**config.mk**
```make
export PLATFORM = sky130hd
export DESIGN_NAME = alu_arbiter
export DESIGN_NICKNAME = d
export VERILOG_FILES = /design/src/rtl/alu_arb_pkg.sv /design/src/rtl/alu_arbiter_rr_arbiter.sv /design/src/rtl/alu_arbiter.sv
export SDC_FILE = /design/constraint.sdc
export NUM_CORES = 1
export LEC_CHECK = 0
export CORE_MARGIN = 3
export CORE_UTILIZATION = 45
export DETAILED_ROUTE_END_ITERATION = 10
export PLACE_DENSITY_LB_ADDON = 0.3
export SYNTH_ARGS = -nofsm -noshare
export SYNTH_HDL_FRONTEND = slang
export SYNTH_HIERARCHICAL = 1
export SYNTH_SLANG_ARGS = --single-unit
```
**constraint.sdc**
```tcl
create_clock -name clk -period 3.7 [get_ports clk]
set_input_delay 0.555 -clock clk [delete_from_list [all_inputs] [get_ports clk]]
set_output_delay 0.555 -clock clk [all_outputs]
set_load 0.01 [all_outputs]
```
**src/rtl/alu_arb_pkg.sv**
```systemverilog
// ----------------------------------------------------------------------------
// alu_arb_pkg
//
// Shared definitions for the ALU arbiter slice.
//   - arb_state_t      : binary state encoding of the arbiter sequencer
//   - ALU_*_W          : widths of the ALU datapath (operands, opcode, result)
//   - DEFAULT_TIMEOUT  : default WAIT abort limit in cycles
//   - idx_width()      : width of an index into N requesters (at least 1 bit)
// ----------------------------------------------------------------------------
package alu_arb_pkg;

    localparam int ALU_DATA_W      = 16;
    localparam int ALU_OPC_W       = 4;
    localparam int ALU_OUT_W       = 32;
    localparam int DEFAULT_TIMEOUT = 255;

    typedef enum logic [2:0] {
        ST_REARM   = 3'd0,
        ST_IDLE    = 3'd1,
        ST_ISSUE   = 3'd2,
        ST_WAIT    = 3'd3,
        ST_CAPTURE = 3'd4
    } arb_state_t;

    // A single requester still needs a 1-bit index so ports never collapse
    // to zero width.
    function automatic int idx_width(input int n);
        return (n > 1) ? $clog2(n) : 1;
    endfunction

endpackage

```
**src/rtl/alu_arbiter_rr_arbiter.sv**
```systemverilog
// ----------------------------------------------------------------------------
// rr_arbiter
//
// Purely combinational circular-priority arbiter. The search starts at the
// requester after 'last' and wraps around, so the most recently served
// requester has the lowest priority.
//
// Ports:
//   req   [N-1:0]   in   request vector
//   last  [LW-1:0]  in   index of the most recently granted requester
//   grant [N-1:0]   out  one-hot grant (all zero when no request is pending)
// ----------------------------------------------------------------------------
module rr_arbiter
    import alu_arb_pkg::*;
#(
    parameter int N  = 2,
    parameter int LW = idx_width(N)
) (
    input  logic [N-1:0]  req,
    input  logic [LW-1:0] last,
    output logic [N-1:0]  grant
);

    logic          found;
    logic [LW-1:0] idx;

    // Walk the N positions starting at last+1; the first pending request
    // wins and blocks every later position in the same walk.
    always_comb begin
        grant = '0;
        found = 1'b0;
        idx   = '0;
        for (int k = 1; k <= N; k++) begin
            idx = LW'((int'(last) + k) % N);
            if (!found && req[idx]) begin
                grant[idx] = 1'b1;
                found      = 1'b1;
            end
        end
    end

endmodule

```
**src/rtl/alu_arbiter.sv**
```systemverilog
// ----------------------------------------------------------------------------
// alu_arbiter
//
// Shares one ALU between N requesters. One operation at a time is accepted
// through a valid/ready handshake, its operands are latched, and the ALU is
// sequenced through start, wait-for-done, result capture and a re-arm reset
// pulse. The result goes back to the originating requester with a one-cycle
// strobe. A WAIT that exceeds TIMEOUT cycles is aborted with an error flag.
//
// Parameters:
//   N          number of requesters (2..8)
//   TIMEOUT    max cycles spent in WAIT before abort (1..65535)
//   REARM_CYC  minimum cycles alu_reset is held between operations (>=1)
//
// Ports:
//   clk                    in   clock, rising edge
//   reset_a                in   asynchronous reset, active low
//   req_valid  [N-1:0]     in   per-requester operation request
//   req_ready  [N-1:0]     out  one-hot accept, only in IDLE
//   req_dataa  [16N-1:0]   in   operand A, requester i at [16i+15:16i]
//   req_datab  [16N-1:0]   in   operand B, same packing
//   req_opcode [4N-1:0]    in   opcode, requester i at [4i+3:4i]
//   rsp_valid  [N-1:0]     out  one-hot, one-cycle result strobe
//   rsp_out    [31:0]      out  result, valid with rsp_valid
//   rsp_carry, rsp_zero    out  ALU flags, valid with rsp_valid
//   rsp_err                out  timeout abort, valid with rsp_valid
//   alu_dataa, alu_datab   out  operands to the ALU
//   alu_opcode             out  opcode to the ALU
//   alu_start              out  one-cycle start pulse to the ALU
//   alu_reset              out  ALU reset, active high
//   alu_out                in   ALU result
//   alu_carry, alu_zero    in   ALU flags
//   alu_done               in   ALU completion
// ----------------------------------------------------------------------------
module alu_arbiter
    import alu_arb_pkg::*;
#(
    parameter int N         = 2,
    parameter int TIMEOUT   = DEFAULT_TIMEOUT,
    parameter int REARM_CYC = 1
) (
    input  logic                      clk,
    input  logic                      reset_a,
    input  logic [N-1:0]              req_valid,
    output logic [N-1:0]              req_ready,
    input  logic [ALU_DATA_W*N-1:0]   req_dataa,
    input  logic [ALU_DATA_W*N-1:0]   req_datab,
    input  logic [ALU_OPC_W*N-1:0]    req_opcode,
    output logic [N-1:0]              rsp_valid,
    output logic [ALU_OUT_W-1:0]      rsp_out,
    output logic                      rsp_carry,
    output logic                      rsp_zero,
    output logic                      rsp_err,
    output logic [ALU_DATA_W-1:0]     alu_dataa,
    output logic [ALU_DATA_W-1:0]     alu_datab,
    output logic [ALU_OPC_W-1:0]      alu_opcode,
    output logic                      alu_start,
    output logic                      alu_reset,
    input  logic [ALU_OUT_W-1:0]      alu_out,
    input  logic                      alu_carry,
    input  logic                      alu_zero,
    input  logic                      alu_done
);

    localparam int LW = idx_width(N);
    localparam int TW = $clog2(TIMEOUT + 1);
    localparam int RW = $clog2(REARM_CYC + 1);

    localparam logic [TW-1:0] TMO_MAX    = TW'(TIMEOUT);
    localparam logic [RW-1:0] REARM_LAST = RW'(REARM_CYC - 1);
    localparam logic [LW-1:0] LAST_INIT  = LW'(N - 1);

    arb_state_t state, state_next;

    logic [N-1:0]            grant;
    logic [LW-1:0]           grant_idx;
    logic [ALU_DATA_W-1:0]   grant_a;
    logic [ALU_DATA_W-1:0]   grant_b;
    logic [ALU_OPC_W-1:0]    grant_op;
    logic                    accept;

    logic [LW-1:0]           last;
    logic [LW-1:0]           owner;
    logic [TW-1:0]           tmo_cnt;
    logic [RW-1:0]           rearm_cnt;
    logic                    tmo_hit;
    logic                    done_hit;

    logic [ALU_DATA_W-1:0]   lat_a;
    logic [ALU_DATA_W-1:0]   lat_b;
    logic [ALU_OPC_W-1:0]    lat_op;
    logic [ALU_OUT_W-1:0]    res_out;
    logic                    res_carry;
    logic                    res_zero;
    logic                    res_err;

    rr_arbiter #(
        .N  (N),
        .LW (LW)
    ) u_rr (
        .req   (req_valid),
        .last  (last),
        .grant (grant)
    );

    // Turn the one-hot grant into an index and pick that requester's
    // operands out of the packed buses.
    always_comb begin
        grant_idx = '0;
        grant_a   = '0;
        grant_b   = '0;
        grant_op  = '0;
        for (int i = 0; i < N; i++) begin
            if (grant[i]) begin
                grant_idx = LW'(i);
                grant_a   = req_dataa[i*ALU_DATA_W +: ALU_DATA_W];
                grant_b   = req_datab[i*ALU_DATA_W +: ALU_DATA_W];
                grant_op  = req_opcode[i*ALU_OPC_W +: ALU_OPC_W];
            end
        end
    end

    assign accept = |(req_valid & req_ready);

    // alu_done only counts in WAIT; a done already high during ISSUE is
    // ignored. A real done in the same cycle the limit is reached wins.
    assign done_hit = (state == ST_WAIT) && alu_done;
    assign tmo_hit  = (state == ST_WAIT) && !alu_done && (tmo_cnt == TMO_MAX);

    // State register. Reset lands in REARM so the ALU is held in reset
    // and any in-flight operation is dropped without a response.
    always_ff @(posedge clk or negedge reset_a) begin
        if (!reset_a) begin
            state <= ST_REARM;
        end else begin
            state <= state_next;
        end
    end

    // Next-state and control outputs.
    always_comb begin
        state_next = state;
        req_ready  = '0;
        rsp_valid  = '0;
        alu_start  = 1'b0;
        alu_reset  = 1'b0;
        unique case (state)
            ST_REARM: begin
                alu_reset = 1'b1;
                // Leaving while the ALU still reports done would let a
                // stale done complete the next operation immediately.
                if ((rearm_cnt == REARM_LAST) && !alu_done) begin
                    state_next = ST_IDLE;
                end
            end
            ST_IDLE: begin
                req_ready = grant;
                if (accept) begin
                    state_next = ST_ISSUE;
                end
            end
            ST_ISSUE: begin
                alu_start  = 1'b1;
                state_next = ST_WAIT;
            end
            ST_WAIT: begin
                if (done_hit || tmo_hit) begin
                    state_next = ST_CAPTURE;
                end
            end
            ST_CAPTURE: begin
                rsp_valid[owner] = 1'b1;
                state_next       = ST_REARM;
            end
            default: begin
                state_next = ST_REARM;
            end
        endcase
    end

    // Re-arm hold counter: counts REARM cycles and saturates at the last
    // required cycle, so a long stuck done cannot wrap it.
    always_ff @(posedge clk or negedge reset_a) begin
        if (!reset_a) begin
            rearm_cnt <= '0;
        end else if (state != ST_REARM) begin
            rearm_cnt <= '0;
        end else if (rearm_cnt != REARM_LAST) begin
            rearm_cnt <= rearm_cnt + 1'b1;
        end
    end

    // Timeout counter: cleared in ISSUE so the first WAIT cycle sees 0,
    // which puts the abort strobe exactly TIMEOUT+1 cycles after WAIT entry.
    always_ff @(posedge clk or negedge reset_a) begin
        if (!reset_a) begin
            tmo_cnt <= '0;
        end else if (state == ST_ISSUE) begin
            tmo_cnt <= '0;
        end else if ((state == ST_WAIT) && !alu_done && (tmo_cnt != TMO_MAX)) begin
            tmo_cnt <= tmo_cnt + 1'b1;
        end
    end

    // Request latches. They only change on accept, which keeps the ALU
    // inputs stable from ISSUE through CAPTURE even while new requests
    // are queued on the input buses.
    always_ff @(posedge clk or negedge reset_a) begin
        if (!reset_a) begin
            lat_a  <= '0;
            lat_b  <= '0;
            lat_op <= '0;
            owner  <= '0;
            last   <= LAST_INIT;
        end else if (accept) begin
            lat_a  <= grant_a;
            lat_b  <= grant_b;
            lat_op <= grant_op;
            owner  <= grant_idx;
            last   <= grant_idx;
        end
    end

    // Result capture. A timeout replaces the result with zeros and sets
    // the error flag; a normal completion clears the flag again.
    always_ff @(posedge clk or negedge reset_a) begin
        if (!reset_a) begin
            res_out   <= '0;
            res_carry <= 1'b0;
            res_zero  <= 1'b0;
            res_err   <= 1'b0;
        end else if (done_hit) begin
            res_out   <= alu_out;
            res_carry <= alu_carry;
            res_zero  <= alu_zero;
            res_err   <= 1'b0;
        end else if (tmo_hit) begin
            res_out   <= '0;
            res_carry <= 1'b0;
            res_zero  <= 1'b0;
            res_err   <= 1'b1;
        end
    end

    assign alu_dataa  = lat_a;
    assign alu_datab  = lat_b;
    assign alu_opcode = lat_op;
    assign rsp_out    = res_out;
    assign rsp_carry  = res_carry;
    assign rsp_zero   = res_zero;
    assign rsp_err    = res_err;

endmodule

```
==> results of run 1 <==
[layout make-up]
cell class / count / area (sq um)
clock buffer: 9 / 124
clock inverter: 7 / 123
fill: 594 / 2280
inverter: 4 / 15.0
multi-input combinational: 245 / 1730
sequential: 84 / 2100
tap: 105 / 131
timing repair buffer: 193 / 1910
[power by group]
| group | switching (mW) | total (mW) | internal [mW] | leakage [nW] |
|---|---|---|---|---|
| sequential | 0.253 | 1.54 | 1.29 | 1.07 |
| combinational | 0.744 | 1.85 | 1.11 | 1.43 |
| clock | 0.351 | 0.804 | 0.453 | 0.116 |
[cell usage after synthesis, types with 3 or more instances]
cell and instances:
a21oi_1 3, a22o_1 34, a31oi_1 4, buf_2 13, buf_6 4, clkbuf_1 10, dfrtp_1 83, inv_1 4
mux2_1 5, mux2_2 13, mux2_4 18, mux2i_1 6, nand2_1 78, nand2b_1 4, nand3_1 4, nor2b_1 5
o21ai_0 37
[flip-flops by register name (all words and copies together), names as in the netlist]
signal / flops
alu_datab: 16
alu_dataa: 16
rsp_out: 32
state: 3
alu_opcode: 4
tmo_cnt: 8
owner: 1
rsp_err: 1
rsp_carry: 1
rsp_zero: 1
last: 1
[path summary, 6_finish.rpt]
kind                                     startpoint                         to  slack (ns)  cells past startpoint
min                                         reset_a   alu_dataa[4]$_DFFE_PN0P_        0.37                      1
max reg2reg                        last$_DFFE_PN1P_  alu_datab[10]$_DFFE_PN0P_        1.43                      5
max                                    req_valid[0]               req_ready[0]        0.91                      4
max in group asynchronous                   reset_a     rsp_out[1]$_DFFE_PN0P_        2.64                      1
min reg2reg                alu_datab[1]$_DFFE_PN0P_   alu_datab[1]$_DFFE_PN0P_        0.49                      1
min in group clk           alu_datab[1]$_DFFE_PN0P_   alu_datab[1]$_DFFE_PN0P_        0.49                      1
[per-layer routing]
layer / wire length, um / track usage
met1: 4730 / 0.302
met2: 5470 / 0.374
met3: 1120 / 0.0764
met4: 114 / 0.0653
met5: 0 / 0
[through the flow]
step,setup WS (ns),utilization,power [mW],area [sq um]
floorplan,1.81,-,2.41,3990
global placement,0.943,0.700,3.36,5900
detailed placement,0.874,0.700,3.43,5900
CTS,0.881,0.729,4.25,6140
global route,0.793,0.729,4.47,6140
finish,0.907,0.729,4.20,6140
[cell usage in the layout, fill, tap and decap left out, types with 6 or more instances in the layout]
cell	count
dfrtp_1	83
clkdlybuf4s50_1	186
mux2_4	18
mux2i_1	6
clkbuf_8	9
nand2_1	78
buf_4	7
mux2_2	13
a22o_1	34
o21ai_0	37
[kinds of logic after synthesis]
group	share of synthesized area
flip-flops	0.527
adder cells (fa/ha/maj)	0.00314
AO/OA/AOI/OAI	0.155
AND/OR/NAND/NOR	0.139
multiplexers	0.134
buffers and inverters	0.0420
==> summary.txt, run 1 <==
Status
  – Status: completed

Global route
  – Vias in the first global route: 3626
  – First-pass GRT wire length: 18400 um
  – Initial antenna violation count: 0
  – Gr usage total: 0.232
  – Largest net degree at the start of global routing: 85
  – Total grt overflow: 0

Clocking
  – Clock Latency Late Sink: 0.36 ns
  – Sinks on the clock net: 84
  – Setup bufs post-CTS: 0
  – Clock buffer depth: 2
  – Post-CTS Hold Buffers: 0
  – Clock-pin slew on the worst setup and hold paths: roughly 0.09 ns
  – Number of CTS-inserted buffers: 9
  – CTS root buf: clkbuf_8
  – PostCTS Resize Cnt: 0
  – CTS tree: built
  – H-tree levels: 3

Synth
  – Main synth FF type: dfrtp_1
  – Seq cells post-synth: between 80 and 90
  – Cell area after synthesis: ~4000 sq um
  – Mean post-synth cell area: 11.1 sq um
  – Mapped Nets: 473
  – Synth async-reset ratio: 1.00
  – Post-synth EDFFs: 0
  – Yosys top cell by area: dfrtp_1
  – Syn Inst Count: 361
  – Top-area cell type share of the netlist area: 0.521
  – Largest cells by area after synthesis: dfrtp_1 (52%), a22o_1 (7.5%), nand2_1 (7.3%)
  – Post-synthesis sequential area ratio: 0.527
  – Post-synth cell types: 48
  – Yosys warns: 6

Route
  – Wire per inst: 17.7 um
  – Vias: about 3500
  – WL final: 11400 um
  – Pre-Repair DR Iteration Count: 4
  – Via density: roughly 5.4
  – Post-route ant nets: 0
  – Iteration-0 DRC Markers: 80
  – Drt drc: 0

Setup path
  – CP Capture Type: primary output
  – Critical Path RT: 3.14 ns
  – Top delay family on crit path: buffers and inverters
  – Worst path arrival time: around 2.2 ns
  – CP max stage cell: clkdlybuf4s50_1
  – Critical path buffer and inverter count: 2
  – Critical path type: in2out
  – Crit Path Max Fanout: 5
  – Critical path's largest stage delay: 0.57 ns
  – CP Launch Type: input port
  – Worst-path cell chain: clkdlybuf4s50_1 > a21boi_1 > and2_1 > clkdlybuf4s50_1
  – Crit path top cell by count: clkdlybuf4s50_1

STA
  – Final Skew: 0.0134 ns
  – Final setup fails: 0
  – Worst slew margin: 0.295
  – Fin. max-slew vios: 0
  – Setup TNS: 0 ns
  – Max Freq: ~0.36 GHz
  – Final hold vios: 0
  – Hold WS: between 0.3 and 0.4 ns
  – Post-layout minimum cycle time: 2.79 ns
  – Worst-margin pin slew: about 1.1 ns
  – RSZ-0062 raised after global routing: no
  – Tcrit/Tclk final: 0.755

Cells and area
  – Ant diodes: 0
  – Synth-to-Final Area Change: 54.0%
  – Share of cells above drive strength 1: 0.118
  – Non-filler cells, final: ~650
  – Fin nets: ~650

Min path
  – HP Class: in2async

Placed design
  – I/O Buffers: ~190
  – Number of instances in the placed design: 631
  – HPWL after DPL: 8130 um
  – Final GP Congestion: 0.740

Power
  – Pwr dens: about 700 nW/um^2
  – Peak supply drop: 0.412 mV
  – Leakage power: 2.62 nW

Floorplan
  – Die area: 10000 sq um
  – DIE WIDTH: 100 um
  – Initial Util: 0.474
  – Die height: 100 um
  – Rows: 33
  – I/O pin count: 188
  – Core Box Area: about 8400 sq um

Job
  – Max-cap violation count: 0
Note: power is estimated with default switching activity, not from simulation.
==> run 2: changes to the inputs <==
--- a/config.mk
+++ b/config.mk
@@ -6,7 +6,7 @@
 export NUM_CORES = 1
 export LEC_CHECK = 0
 export CORE_MARGIN = 3
-export CORE_UTILIZATION = 45
+export CORE_UTILIZATION = 41
 export DETAILED_ROUTE_END_ITERATION = 10
 export PLACE_DENSITY_LB_ADDON = 0.3
 export SYNTH_ARGS = -nofsm -noshare
==> constraint.sdc (replaced) <==
create_clock -name clk -period 2.7 [get_ports clk]
set_input_delay 0.405 -clock clk [delete_from_list [all_inputs] [get_ports clk]]
set_output_delay 0.405 -clock clk [all_outputs]
set_load 0.01 [all_outputs]
==> run 2 against run 1 <==
  * Wire length fell by 0.79%
  * First-iteration DRC count grew 91%
  * Count of clock-buffer cells in the layout is 2 higher
  * Via count shrank 0.75%
  * Sequential share of layout area decreased by 0.21 points
  * Register-to-register slack worse by 0.72 ns
==> summary.txt, run 2 (same netlist as run 1, synthesis figures left out) <==
Route
  – Drt drc: 0
  – Iteration-0 DRC Markers: 153
  – Wire per inst: 16.8 um
  – Post-route ant nets: 0
  – Via density: 5.11
  – Pre-Repair DR Iteration Count: 5
  – Vias: 3448
  – WL final: 11300 um

Setup path
  – Critical path type: reg2out
  – Critical Path RT: 2.30 ns
  – CP Capture Type: primary output
  – Worst path arrival time: between 2 and 2.5 ns
  – Crit Path Max Fanout: 11
  – CP max stage cell: or3b_2
  – Worst-path cell chain: or3b_2 > inv_1 > clkdlybuf4s50_1
  – Critical path's largest stage delay: 0.62 ns
  – CP Launch Type: flop

Clocking
  – CTS root buf: clkbuf_8
  – Post-CTS Hold Buffers: 0
  – Number of CTS-inserted buffers: 9
  – Clock Latency Late Sink: about 0.34 ns
  – H-tree levels: 3
  – Clock buffer depth: 2
  – PostCTS Resize Cnt: 0
  – CTS tree: built
  – Setup bufs post-CTS: 0
  – Sinks on the clock net: 84
  – Clock-pin slew on the worst setup and hold paths: 0.08 ns

STA
  – Final hold vios: 0
  – Max Freq: 0.391 GHz
  – Final Skew: 0.0161 ns
  – RSZ-0062 raised after global routing: no
  – Final setup fails: 0
  – Fin. max-slew vios: 0
  – Worst slew margin: 0.299
  – Tcrit/Tclk final: 0.946
  – Setup TNS: 0 ns
  – Worst-margin pin slew: 1.05 ns
  – Post-layout minimum cycle time: 2.56 ns

Floorplan
  – Die area: 11000 sq um
  – Rows: 35
  – I/O pin count: 188
  – Initial Util: 0.428
  – DIE WIDTH: around 100 um
  – Die height: 105 um
  – Core Box Area: 9330 sq um

Cells and area
  – Utilization after layout: 0.663
  – Max reg flops: 32
  – Commonest non-fill, non-tap cell in the layout: clkdlybuf4s50_1
  – Ant diodes: 0
  – Share of cells above drive strength 1: 0.123
  – Synth-to-Final Area Change: 54.9%
  – Most frequent cells in the layout: clkdlybuf4s50_1 (186), dfrtp_1 (83), nand2_1 (78)
  – Fin nets: 654

Global route
  – Vias in the first global route: 3530
  – Gr usage total: 0.208
  – Largest net degree at the start of global routing: 85
  – Initial antenna violation count: 0
  – Total grt overflow: 0
  – First-pass GRT wire length: approximately 18000 um

Power
  – Pwr dens: roughly 900 nW/um^2
  – Design Power: 5.61 mW
  – Peak supply drop: approximately 0.54 mV
  – Leakage power: 2.62 nW

Placed design
  – Final GP Congestion: 0.820
  – I/O Buffers: 187
  – HPWL after DPL: 8160 um

Status
  – Status: completed

Min path
  – HP Class: in2async

Job
  – Max-cap violation count: 0
[run 2: cell types whose count changed in the layout (fill, tap and decap cells not counted)]
cell / delta
buf_4: +3
buf_12: +2
bufinv_16: -2
inv_6: -2
clkbuf_1: +1
clkbuf_8: +1
clkinv_2: +1
[run 2: final timing paths]
kind | startpoint | end | slack (ns) | depth (start not counted)
max in group asynchronous | reset_a | tmo_cnt[0]$_DFFE_PN0P_ | 1.78 | 1
setup / recovery | state[2]$_DFFE_PN0P_ | alu_start | 0.14 | 3
setup reg to reg | last$_DFFE_PN1P_ | alu_datab[0]$_DFFE_PN0P_ | 0.71 | 6
hold reg to reg | alu_datab[4]$_DFFE_PN0P_ | alu_datab[4]$_DFFE_PN0P_ | 0.49 | 1
hold / removal | reset_a | alu_dataa[3]$_DFFE_PN0P_ | 0.24 | 1
min in group clk | alu_datab[4]$_DFFE_PN0P_ | alu_datab[4]$_DFFE_PN0P_ | 0.49 | 1
[run 2: stage by stage]
stage / hold WS (ns) / instances / setup slack [ns] / area [sq um]
after floorplan: 0.109 / 361 / 0.839 / 3990
after CTS: 0.284 / 675 / 0.108 / 6180
after global placement: 0.468 / 660 / 0.337 / 5990
after detailed placement: 0.475 / 660 / 0.245 / 5990
final: 0.244 / 675 / 0.145 / 6180
after global routing: 0.316 / 675 / 0.0267 / 6180
[run 2: report_power, final]
group	leakage [nW]	internal (mW)	switching, mW	total, mW
clock network	0.0914	0.447	0.442	0.889
registers	1.07	1.77	0.303	2.07
logic	1.46	1.56	1.08	2.64
[run 2: area by class of cell]
| cell class | instances | area (sq um) |
|---|---|---|
| multi-input combinational | 245 | 1730 |
| sequential | 84 | 2100 |
| inverter | 4 | 15.0 |
| fill | 747 | 3150 |
| clock inverter | 4 | 50.0 |
| timing repair buffer | 198 | 1980 |
| clock buffer | 11 | 141 |
| tap | 129 | 161 |
[run 2: worst max-delay path: cells and delay by family (launching register included)]
kind	cells	cell delay (ns)
buf+inv	2	0.70
simple gates	1	0.62
flops	1	0.50
[run 2: layer usage]
layer	GRT usage	vias to the layer above	wire length [um]
met2	0.339	162	5310
met3	0.0797	11	1130
li1	-	1641	-
met4	0.0459	0	138
met1	0.265	1634	4770
met5	0	-	0
